[src/rtl/adc_frame_aligner_if.sv]
// adc_frame_aligner_if
// Groups the frame-alignment signals shared by the aligner and whatever drives it.
//   adc_en       enable level from the MicroBlaze GPIO; it is not synchronous to adc_clk
//   frmData      deserialised frame-clock word, one new value per adc_clk
//   bitslip      one-cycle pulse to every ISERDES bitslip input
//   aligned      high while the frame is locked
//   align_fail   high after the slip budget is exhausted
//   slip_count   bitslips issued in the current alignment attempt
//   relock_count lock losses since reset (saturating)
// The aligner connects through the slave modport and its driver through master.
interface adc_frame_aligner_if;
    logic       adc_en;
    logic [7:0] frmData;
    logic       bitslip;
    logic       aligned;
    logic       align_fail;
    logic [7:0] slip_count;
    logic [7:0] relock_count;

    modport master (
        output adc_en,
        output frmData,
        input  bitslip,
        input  aligned,
        input  align_fail,
        input  slip_count,
        input  relock_count
    );

    modport slave (
        input  adc_en,
        input  frmData,
        output bitslip,
        output aligned,
        output align_fail,
        output slip_count,
        output relock_count
    );
endinterface

[src/rtl/adc_frame_aligner.sv]
// adc_frame_aligner
// Steps the ISERDES bitslip until the deserialised frame-clock word equals
// FRAME_PATTERN, reports lock, and keeps watching so that a sustained loss of
// the pattern starts a fresh alignment attempt.
// Ports:
//   adc_clk  divided ADC clock, the only clock
//   rst_adc  asynchronous active-high reset
//   fa       adc_frame_aligner_if slave: adc_en/frmData in; bitslip, aligned,
//            align_fail, slip_count and relock_count out (all registered)
//
// state    | meaning
// ---------+-------------------------------------------------------------
// S_IDLE   | disabled; status flags clear, counters hold
// S_ALIGN  | count consecutive pattern matches; any miss asks for a slip
// S_SLIP   | single bitslip pulse
// S_SETTLE | ignore compare results while the ISERDES output catches up
// S_LOCKED | aligned; count consecutive misses toward re-alignment
// S_FAIL   | slip budget exhausted; waits for enable to drop
module adc_frame_aligner #(
    parameter logic [7:0] FRAME_PATTERN = 8'h0F,
    parameter int         MATCH_COUNT   = 16,
    parameter int         SETTLE_CYCLES = 4,
    parameter int         MAX_SLIPS     = 16,
    parameter int         MISS_LIMIT    = 4
) (
    input logic           adc_clk,
    input logic           rst_adc,
    adc_frame_aligner_if.slave fa
);

    if (MATCH_COUNT < 2 || MATCH_COUNT > 255) begin : g_bad_match_count
        $error("adc_frame_aligner: MATCH_COUNT must be 2..255");
    end
    if (SETTLE_CYCLES < 2 || SETTLE_CYCLES > 255) begin : g_bad_settle_cycles
        $error("adc_frame_aligner: SETTLE_CYCLES must be 2..255");
    end
    if (MAX_SLIPS < 1 || MAX_SLIPS > 255) begin : g_bad_max_slips
        $error("adc_frame_aligner: MAX_SLIPS must be 1..255");
    end
    if (MISS_LIMIT < 1 || MISS_LIMIT > 255) begin : g_bad_miss_limit
        $error("adc_frame_aligner: MISS_LIMIT must be 1..255");
    end

    localparam logic [7:0] MATCH_LAST  = 8'(MATCH_COUNT - 1);
    localparam logic [7:0] MISS_LAST   = 8'(MISS_LIMIT - 1);
    localparam logic [7:0] SETTLE_LOAD = 8'(SETTLE_CYCLES - 1);
    localparam logic [7:0] SLIP_MAX    = 8'(MAX_SLIPS);

    typedef enum logic [2:0] {
        S_IDLE,
        S_ALIGN,
        S_SLIP,
        S_SETTLE,
        S_LOCKED,
        S_FAIL
    } state_t;

    state_t     state_q, state_d;
    logic       en_meta_q, en_meta_d;
    logic       en_s_q, en_s_d;
    logic       match_q, match_d;
    logic [7:0] run_cnt_q, run_cnt_d;
    logic [7:0] settle_cnt_q, settle_cnt_d;
    logic [7:0] slip_count_q, slip_count_d;
    logic [7:0] relock_count_q, relock_count_d;
    logic       bitslip_q, bitslip_d;
    logic       aligned_q, aligned_d;
    logic       align_fail_q, align_fail_d;

    always_comb begin
        en_meta_d = fa.adc_en;
        en_s_d    = en_meta_q;
        match_d   = (fa.frmData == FRAME_PATTERN);
    end

    always_comb begin
        state_d        = state_q;
        run_cnt_d      = run_cnt_q;
        settle_cnt_d   = settle_cnt_q;
        slip_count_d   = slip_count_q;
        relock_count_d = relock_count_q;

        if (!en_s_q) begin
            // Disable wins over everything, but a pulse already on the wire
            // was really issued, so it is still counted.
            state_d = S_IDLE;
            if (state_q == S_SLIP) begin
                slip_count_d = slip_count_q + 8'd1;
            end
        end else begin
            case (state_q)
                S_IDLE: begin
                    state_d      = S_ALIGN;
                    slip_count_d = 8'd0;
                    run_cnt_d    = 8'd0;
                end
                S_ALIGN: begin
                    if (match_q) begin
                        if (run_cnt_q == MATCH_LAST) begin
                            state_d   = S_LOCKED;
                            run_cnt_d = 8'd0;
                        end else begin
                            run_cnt_d = run_cnt_q + 8'd1;
                        end
                    end else begin
                        run_cnt_d = 8'd0;
                        // The slip that would exceed the budget is never issued.
                        if (slip_count_q >= SLIP_MAX) begin
                            state_d = S_FAIL;
                        end else begin
                            state_d = S_SLIP;
                        end
                    end
                end
                S_SLIP: begin
                    state_d      = S_SETTLE;
                    slip_count_d = slip_count_q + 8'd1;
                    settle_cnt_d = SETTLE_LOAD;
                end
                S_SETTLE: begin
                    if (settle_cnt_q == 8'd0) begin
                        state_d   = S_ALIGN;
                        run_cnt_d = 8'd0;
                    end else begin
                        settle_cnt_d = settle_cnt_q - 8'd1;
                    end
                end
                S_LOCKED: begin
                    if (match_q) begin
                        run_cnt_d = 8'd0;
                    end else if (run_cnt_q == MISS_LAST) begin
                        state_d      = S_ALIGN;
                        run_cnt_d    = 8'd0;
                        slip_count_d = 8'd0;
                        if (relock_count_q != 8'hFF) begin
                            relock_count_d = relock_count_q + 8'd1;
                        end
                    end else begin
                        run_cnt_d = run_cnt_q + 8'd1;
                    end
                end
                S_FAIL: begin
                    state_d = S_FAIL;
                end
                default: begin
                    state_d = S_IDLE;
                end
            endcase
        end

        // Flags are registered from the next state so they line up with it.
        bitslip_d    = (state_d == S_SLIP);
        aligned_d    = (state_d == S_LOCKED);
        align_fail_d = (state_d == S_FAIL);
    end

    always_ff @(posedge adc_clk or posedge rst_adc) begin
        if (rst_adc) begin
            state_q        <= S_IDLE;
            en_meta_q      <= 1'b0;
            en_s_q         <= 1'b0;
            match_q        <= 1'b0;
            run_cnt_q      <= 8'd0;
            settle_cnt_q   <= 8'd0;
            slip_count_q   <= 8'd0;
            relock_count_q <= 8'd0;
            bitslip_q      <= 1'b0;
            aligned_q      <= 1'b0;
            align_fail_q   <= 1'b0;
        end else begin
            state_q        <= state_d;
            en_meta_q      <= en_meta_d;
            en_s_q         <= en_s_d;
            match_q        <= match_d;
            run_cnt_q      <= run_cnt_d;
            settle_cnt_q   <= settle_cnt_d;
            slip_count_q   <= slip_count_d;
            relock_count_q <= relock_count_d;
            bitslip_q      <= bitslip_d;
            aligned_q      <= aligned_d;
            align_fail_q   <= align_fail_d;
        end
    end

    assign fa.bitslip      = bitslip_q;
    assign fa.aligned      = aligned_q;
    assign fa.align_fail   = align_fail_q;
    assign fa.slip_count   = slip_count_q;
    assign fa.relock_count = relock_count_q;

endmodule

[src/flat_wrapper.sv]
// flat-port wrapper written by rule: the top's interface ports become plain ports
module adc_frame_aligner_flat 
#(
    parameter logic [7:0] FRAME_PATTERN = 8'h0F,
    parameter int         MATCH_COUNT   = 16,
    parameter int         SETTLE_CYCLES = 4,
    parameter int         MAX_SLIPS     = 16,
    parameter int         MISS_LIMIT    = 4
)
  (adc_clk, rst_adc, fa_adc_en, fa_frmData, fa_bitslip, fa_aligned, fa_align_fail, fa_slip_count, fa_relock_count);
  adc_frame_aligner_if fa_i ();
  input logic adc_clk;
  input logic rst_adc;
  input wire logic [$bits(fa_i.adc_en)-1:0] fa_adc_en;
  input wire logic [$bits(fa_i.frmData)-1:0] fa_frmData;
  output wire logic [$bits(fa_i.bitslip)-1:0] fa_bitslip;
  output wire logic [$bits(fa_i.aligned)-1:0] fa_aligned;
  output wire logic [$bits(fa_i.align_fail)-1:0] fa_align_fail;
  output wire logic [$bits(fa_i.slip_count)-1:0] fa_slip_count;
  output wire logic [$bits(fa_i.relock_count)-1:0] fa_relock_count;
  assign fa_i.adc_en = fa_adc_en;
  assign fa_i.frmData = fa_frmData;
  assign fa_bitslip = fa_i.bitslip;
  assign fa_aligned = fa_i.aligned;
  assign fa_align_fail = fa_i.align_fail;
  assign fa_slip_count = fa_i.slip_count;
  assign fa_relock_count = fa_i.relock_count;
  adc_frame_aligner #(.FRAME_PATTERN(FRAME_PATTERN), .MATCH_COUNT(MATCH_COUNT), .SETTLE_CYCLES(SETTLE_CYCLES), .MAX_SLIPS(MAX_SLIPS), .MISS_LIMIT(MISS_LIMIT)) u_core (.adc_clk(adc_clk), .rst_adc(rst_adc), .fa(fa_i));
endmodule
[config.mk]
export PLATFORM = sky130hd
export DESIGN_NAME = adc_frame_aligner_flat
export DESIGN_NICKNAME = d
export VERILOG_FILES = /design/src/rtl/adc_frame_aligner_if.sv /design/src/rtl/adc_frame_aligner.sv /design/src/flat_wrapper.sv
export SDC_FILE = /design/constraint.sdc
export NUM_CORES = 1
export LEC_CHECK = 0
export CAP_MARGIN = 20
export CORE_MARGIN = 2
export CORE_UTILIZATION = 39
export CTS_BUF_LIST = sky130_fd_sc_hd__clkbuf_8
export DETAILED_ROUTE_END_ITERATION = 8
export SYNTH_ARGS = -nofsm -noshare
export SYNTH_HDL_FRONTEND = slang
export SYNTH_SLANG_ARGS = --single-unit
export TNS_END_PERCENT = 10
[constraint.sdc]
create_clock -name adc_clk -period 1.7 [get_ports adc_clk]
set_input_delay 0.255 -clock adc_clk [delete_from_list [all_inputs] [get_ports adc_clk]]
set_output_delay 0.255 -clock adc_clk [all_outputs]
set_load 0.01 [all_outputs]
==> run_results.csv <==
group,metric,value,unit
run_status,status,"complete, no violations",
worst_setup_path,cp-start-kind,"flip-flop",
yosys,ys_seq_area_share,43.9,%
drt,via_count,2090,
global_routing,antenna_found_initial,0,
final_layout,layout.cells.non_filler,397,
clock_network,cts_tree,"built",
worst_setup_path,arrival,1880,ps
final_layout,layout.nets,337,
yosys,synthesis.area,2340,sq um
worst_setup_path,r2r-start,"u_core.run_cnt_q[6]",
timing,setup_viol,0,
final_layout,drive_above_1_share,30.7,%
floorplanning,core,5850,sq um
yosys,yosys-top-cells-count,"dfrtp_1, nand2_1, o21ai_0",
yosys,async_reset_ff_share,100,%
worst_setup_path,worstSetupEndpoint,"u_core.fa.relock_count[7]",
floorplanning,die_h,81.5,um
timing,hold_viol_final,0,
timing,slew_viol_final,0,
yosys,synth.distinct_cells,57,
power_and_ir_drop,seqPwrFrac,44.7,%
yosys,ys_ff_latch,41,
global_routing,overflow,0,
clock_network,cts-root-buf,"clkbuf_8",
final_layout,regArea,1030,sq um
worst_setup_path,cp.buffers_inverters,1,
worst_setup_path,cpPeakStageDelay,410,ps
final_layout,nFillCells,504,
power_and_ir_drop,ir_drop,635,uV
placement,place_congestion,0.825,
yosys,synth_nets,251,
timing,rsz0062_at_grt,"yes",
global_routing,grt_start_max_net_pins,23,
floorplanning,rows,28,
worst_setup_path,rrSetupSlack,8,ps
yosys,yosys_warnings,0,
hold_path,hp-class,"in2async",
worst_setup_path,cpLargestDelayFamily,"simple AND/OR/NAND/NOR gates",
drt,viasPerCell,5.26,
yosys,yosysMostFrequentCell,"dfrtp_1",
yosys,synth_edf_count,0,
power_and_ir_drop,power,2.54,mW
timing,slew_headroom,74.2,%
global_routing,grt_pass1_wl,9020,um
power_and_ir_drop,comb_power_share,24.0,%
power_and_ir_drop,pwr-share-clk,31.3,%
yosys,synth_top_area_share,43.9,%
drt,drtPass1Iterations,4,
drt,drtIter0Drc,88,
clock_network,clockBufferDepth,2,
drt,ant_nets,0,
clock_network,clk_pin_slew,80,ps
worst_setup_path,rr_endpoint,"u_core.fa.relock_count[7]",
placement,pre_cts_ws,-40.8,ps
worst_setup_path,cp_max_fo,7,
yosys,syn_avg_cell_area,9.96,sq um
final_layout,areaGrowthSynthToFinish,42.4,%
yosys,synthFlopType,"dfrtp_1",
worst_setup_path,critPathRequiredTime,1890,ps
drt,drc,0,
power_and_ir_drop,p_int,1.82,mW
timing,min_period_over_period,99.6,%
worst_setup_path,rr_worst_depth,5,
floorplanning,ios,30,
floorplanning,die_w,81.5,um
final_layout,multiInputGateArea,1330,sq um
power_and_ir_drop,switching_power,0.726,mW
drt,avgRoutedWirePerCell,13.4,um
yosys,synth.area.top_cells,"dfrtp_1, o21ai_0, nand2_1, ha_1, a21oi_1",
timing,period_needed,1690,ps
timing,fmax,591,MHz
clock_network,ctsHtreeMaxLevel,2,
timing,skew,8.70,ps
worst_setup_path,crit_type,"reg2reg",
timing,worstMarginPinSlew,386,ps
worst_setup_path,crit_cells,5,
placement,place_inst,385,
power_and_ir_drop,p_leak,1.48,nW
floorplanning,initial_core_util,40.0,%
drt,wl,5310,um
placement,io_buffer_count,29,
power_and_ir_drop,swShare,28.6,%
worst_setup_path,cp-end-kind,"flip-flop",
worst_setup_path,slowest_stage,"dfrtp_1",
clock_network,cts_buffers,5,
floorplanning,dieArea,6630,sq um
worst_setup_path,crit_path_cell_trace,"nor4_4, buf_6, nand4_4, nor3_2, mux2_4",
clock_network,cts_sinks,41,
global_routing,grtUsageTotal,17.5,%
clock_network,insertion_delay,290,ps
placement,hpwlAfterDp,3950,um
timing,finalSetupTns,0,ps
power_and_ir_drop,power_density,763,nW/um^2
yosys,syn_inst,235,
flow_run,max_cap_viol_count,0,
final_layout,diodes,0,
worst_setup_path,critical_path.startpoint,"u_core.run_cnt_q[6]",
timing,setup_slack,7.51,ps
yosys,yosysTopAreaCell,"dfrtp_1",
global_routing,grt_pass1_vias,2034,
power groups by stage:
stage                     registers (mW)  logic [mW]  clock network, mW
final                               1.14       0.609              0.796
after global routing                1.15       0.677              0.863
after CTS                           1.13       0.596              0.832
after detailed placement            1.15       0.584                  0
after global placement              1.14       0.577                  0
after floorplan                     1.15       0.271                  0
worst reg2reg max path, cell delays in order, from the launching register on:
cell     delay, ps
dfrtp_1        410
nor4_4         280
buf_6          190
nand4_4        200
nor3_2         190
mux2_4         310
worst min-delay path by stage:
stage	start	cells past startpoint	end	slack, ps
after floorplan	fa_adc_en	0	u_core.en_meta_q	290
after global placement	u_core.en_meta_q	0	u_core.en_s_q	330
after detailed placement	u_core.en_meta_q	0	u_core.en_s_q	350
after CTS	rst_adc	3	u_core.fa.aligned	290
after global routing	rst_adc	3	u_core.fa.aligned	320
final	rst_adc	3	u_core.fa.aligned	300
area by class of cell:
type                    instances  area share, %
inverters                      11           1.24
clock buffers                   5           2.07
repair buffers                 84           21.7
well taps                      75           2.82
flip-flops and latches         41           30.8
multi-input cells             178           40.0
clock inverters                 3           1.39
through the flow:
stage | instance area, sq um | hold WS [ps] | utilization (%)
5_1_grt | 3330 | 321 | 57.0
4_1_cts | 3260 | 291 | 55.8
3_3_place_gp | 3110 | 333 | 53.2
2_1_floorplan | 2360 | 286 | -
6_report | 3330 | 298 | 57.0
3_5_place_dp | 3110 | 345 | 53.2
cells in the final DEF (no fill, tap or decap), types with 2 or more instances in the layout:
| master | synthesis | final |
|---|---|---|
| buf_4 | 0 | 52 |
| dfrtp_1 | 41 | 40 |
| clkdlybuf4s50_1 | 0 | 29 |
| nand2_1 | 22 | 22 |
| o21ai_0 | 20 | 13 |
| inv_1 | 11 | 11 |
| nand3_1 | 11 | 11 |
| a21oi_1 | 12 | 11 |
| o211ai_1 | 8 | 8 |
| nor2_1 | 10 | 7 |
| o21ai_1 | 0 | 7 |
| nor3_1 | 7 | 6 |
| nand2b_1 | 5 | 5 |
| nor2b_1 | 5 | 5 |
| and3_1 | 6 | 5 |
| xor2_1 | 5 | 5 |
| clkbuf_8 | 0 | 5 |
| or4_1 | 4 | 4 |
| nor3b_1 | 3 | 3 |
| nand4_1 | 3 | 3 |
| a41oi_1 | 3 | 3 |
| ha_1 | 5 | 3 |
| nor3b_2 | 2 | 2 |
| nand3b_1 | 2 | 2 |
| mux2i_1 | 2 | 2 |
| o21ba_2 | 2 | 2 |
| nor2_2 | 0 | 2 |
| nor4_2 | 2 | 2 |
| o32a_1 | 2 | 2 |
| o21a_1 | 2 | 2 |
| a31oi_1 | 3 | 2 |
| or2_2 | 2 | 2 |
| ha_2 | 0 | 2 |
| buf_6 | 1 | 2 |
sequential cells by signal (all words and copies together), names as in the netlist:
register and count:
u_core.run_cnt_q 8, u_core.en_s_q 1, u_core.settle_cnt_q 8, u_core.en_meta_q 1, u_core.state_q 3, u_core.fa.bitslip 1, u_core.match_q 1, u_core.fa.aligned 1
u_core.fa.slip_count 8, u_core.fa.relock_count 8, u_core.fa.align_fail 1
logic make-up after synthesis:
group / after synthesis / share of synthesized area (%)
flip-flops: 41 / 43.9
AND/OR/NAND/NOR: 95 / 25.3
buffers and inverters: 16 / 2.94
adder cells (fa/ha/maj): 5 / 2.67
XOR/XNOR: 5 / 1.87
AO/OA/AOI/OAI: 69 / 21.5
multiplexers: 4 / 1.82
metal layers:
metal  global-route usage [%]  vias to the layer above  part of all wire (%)
met5                        0                        -                     0
met4                     5.93                        0                   1.0
met3                     3.52                        4                   2.6
met2                     28.6                       29                    48
met1                     23.0                     1005                    49
li1                         -                     1052                     -
what timing repair did:
action / CTS / global route
gates resized for setup: 6 / 19
endpoints found under the setup margin: 7 / 30
pin swaps: 5 / 8
hold buffers: 0 / 0
setup buffers: 2 / 2
No activity file was read; power rests on OpenSTA's default activity.
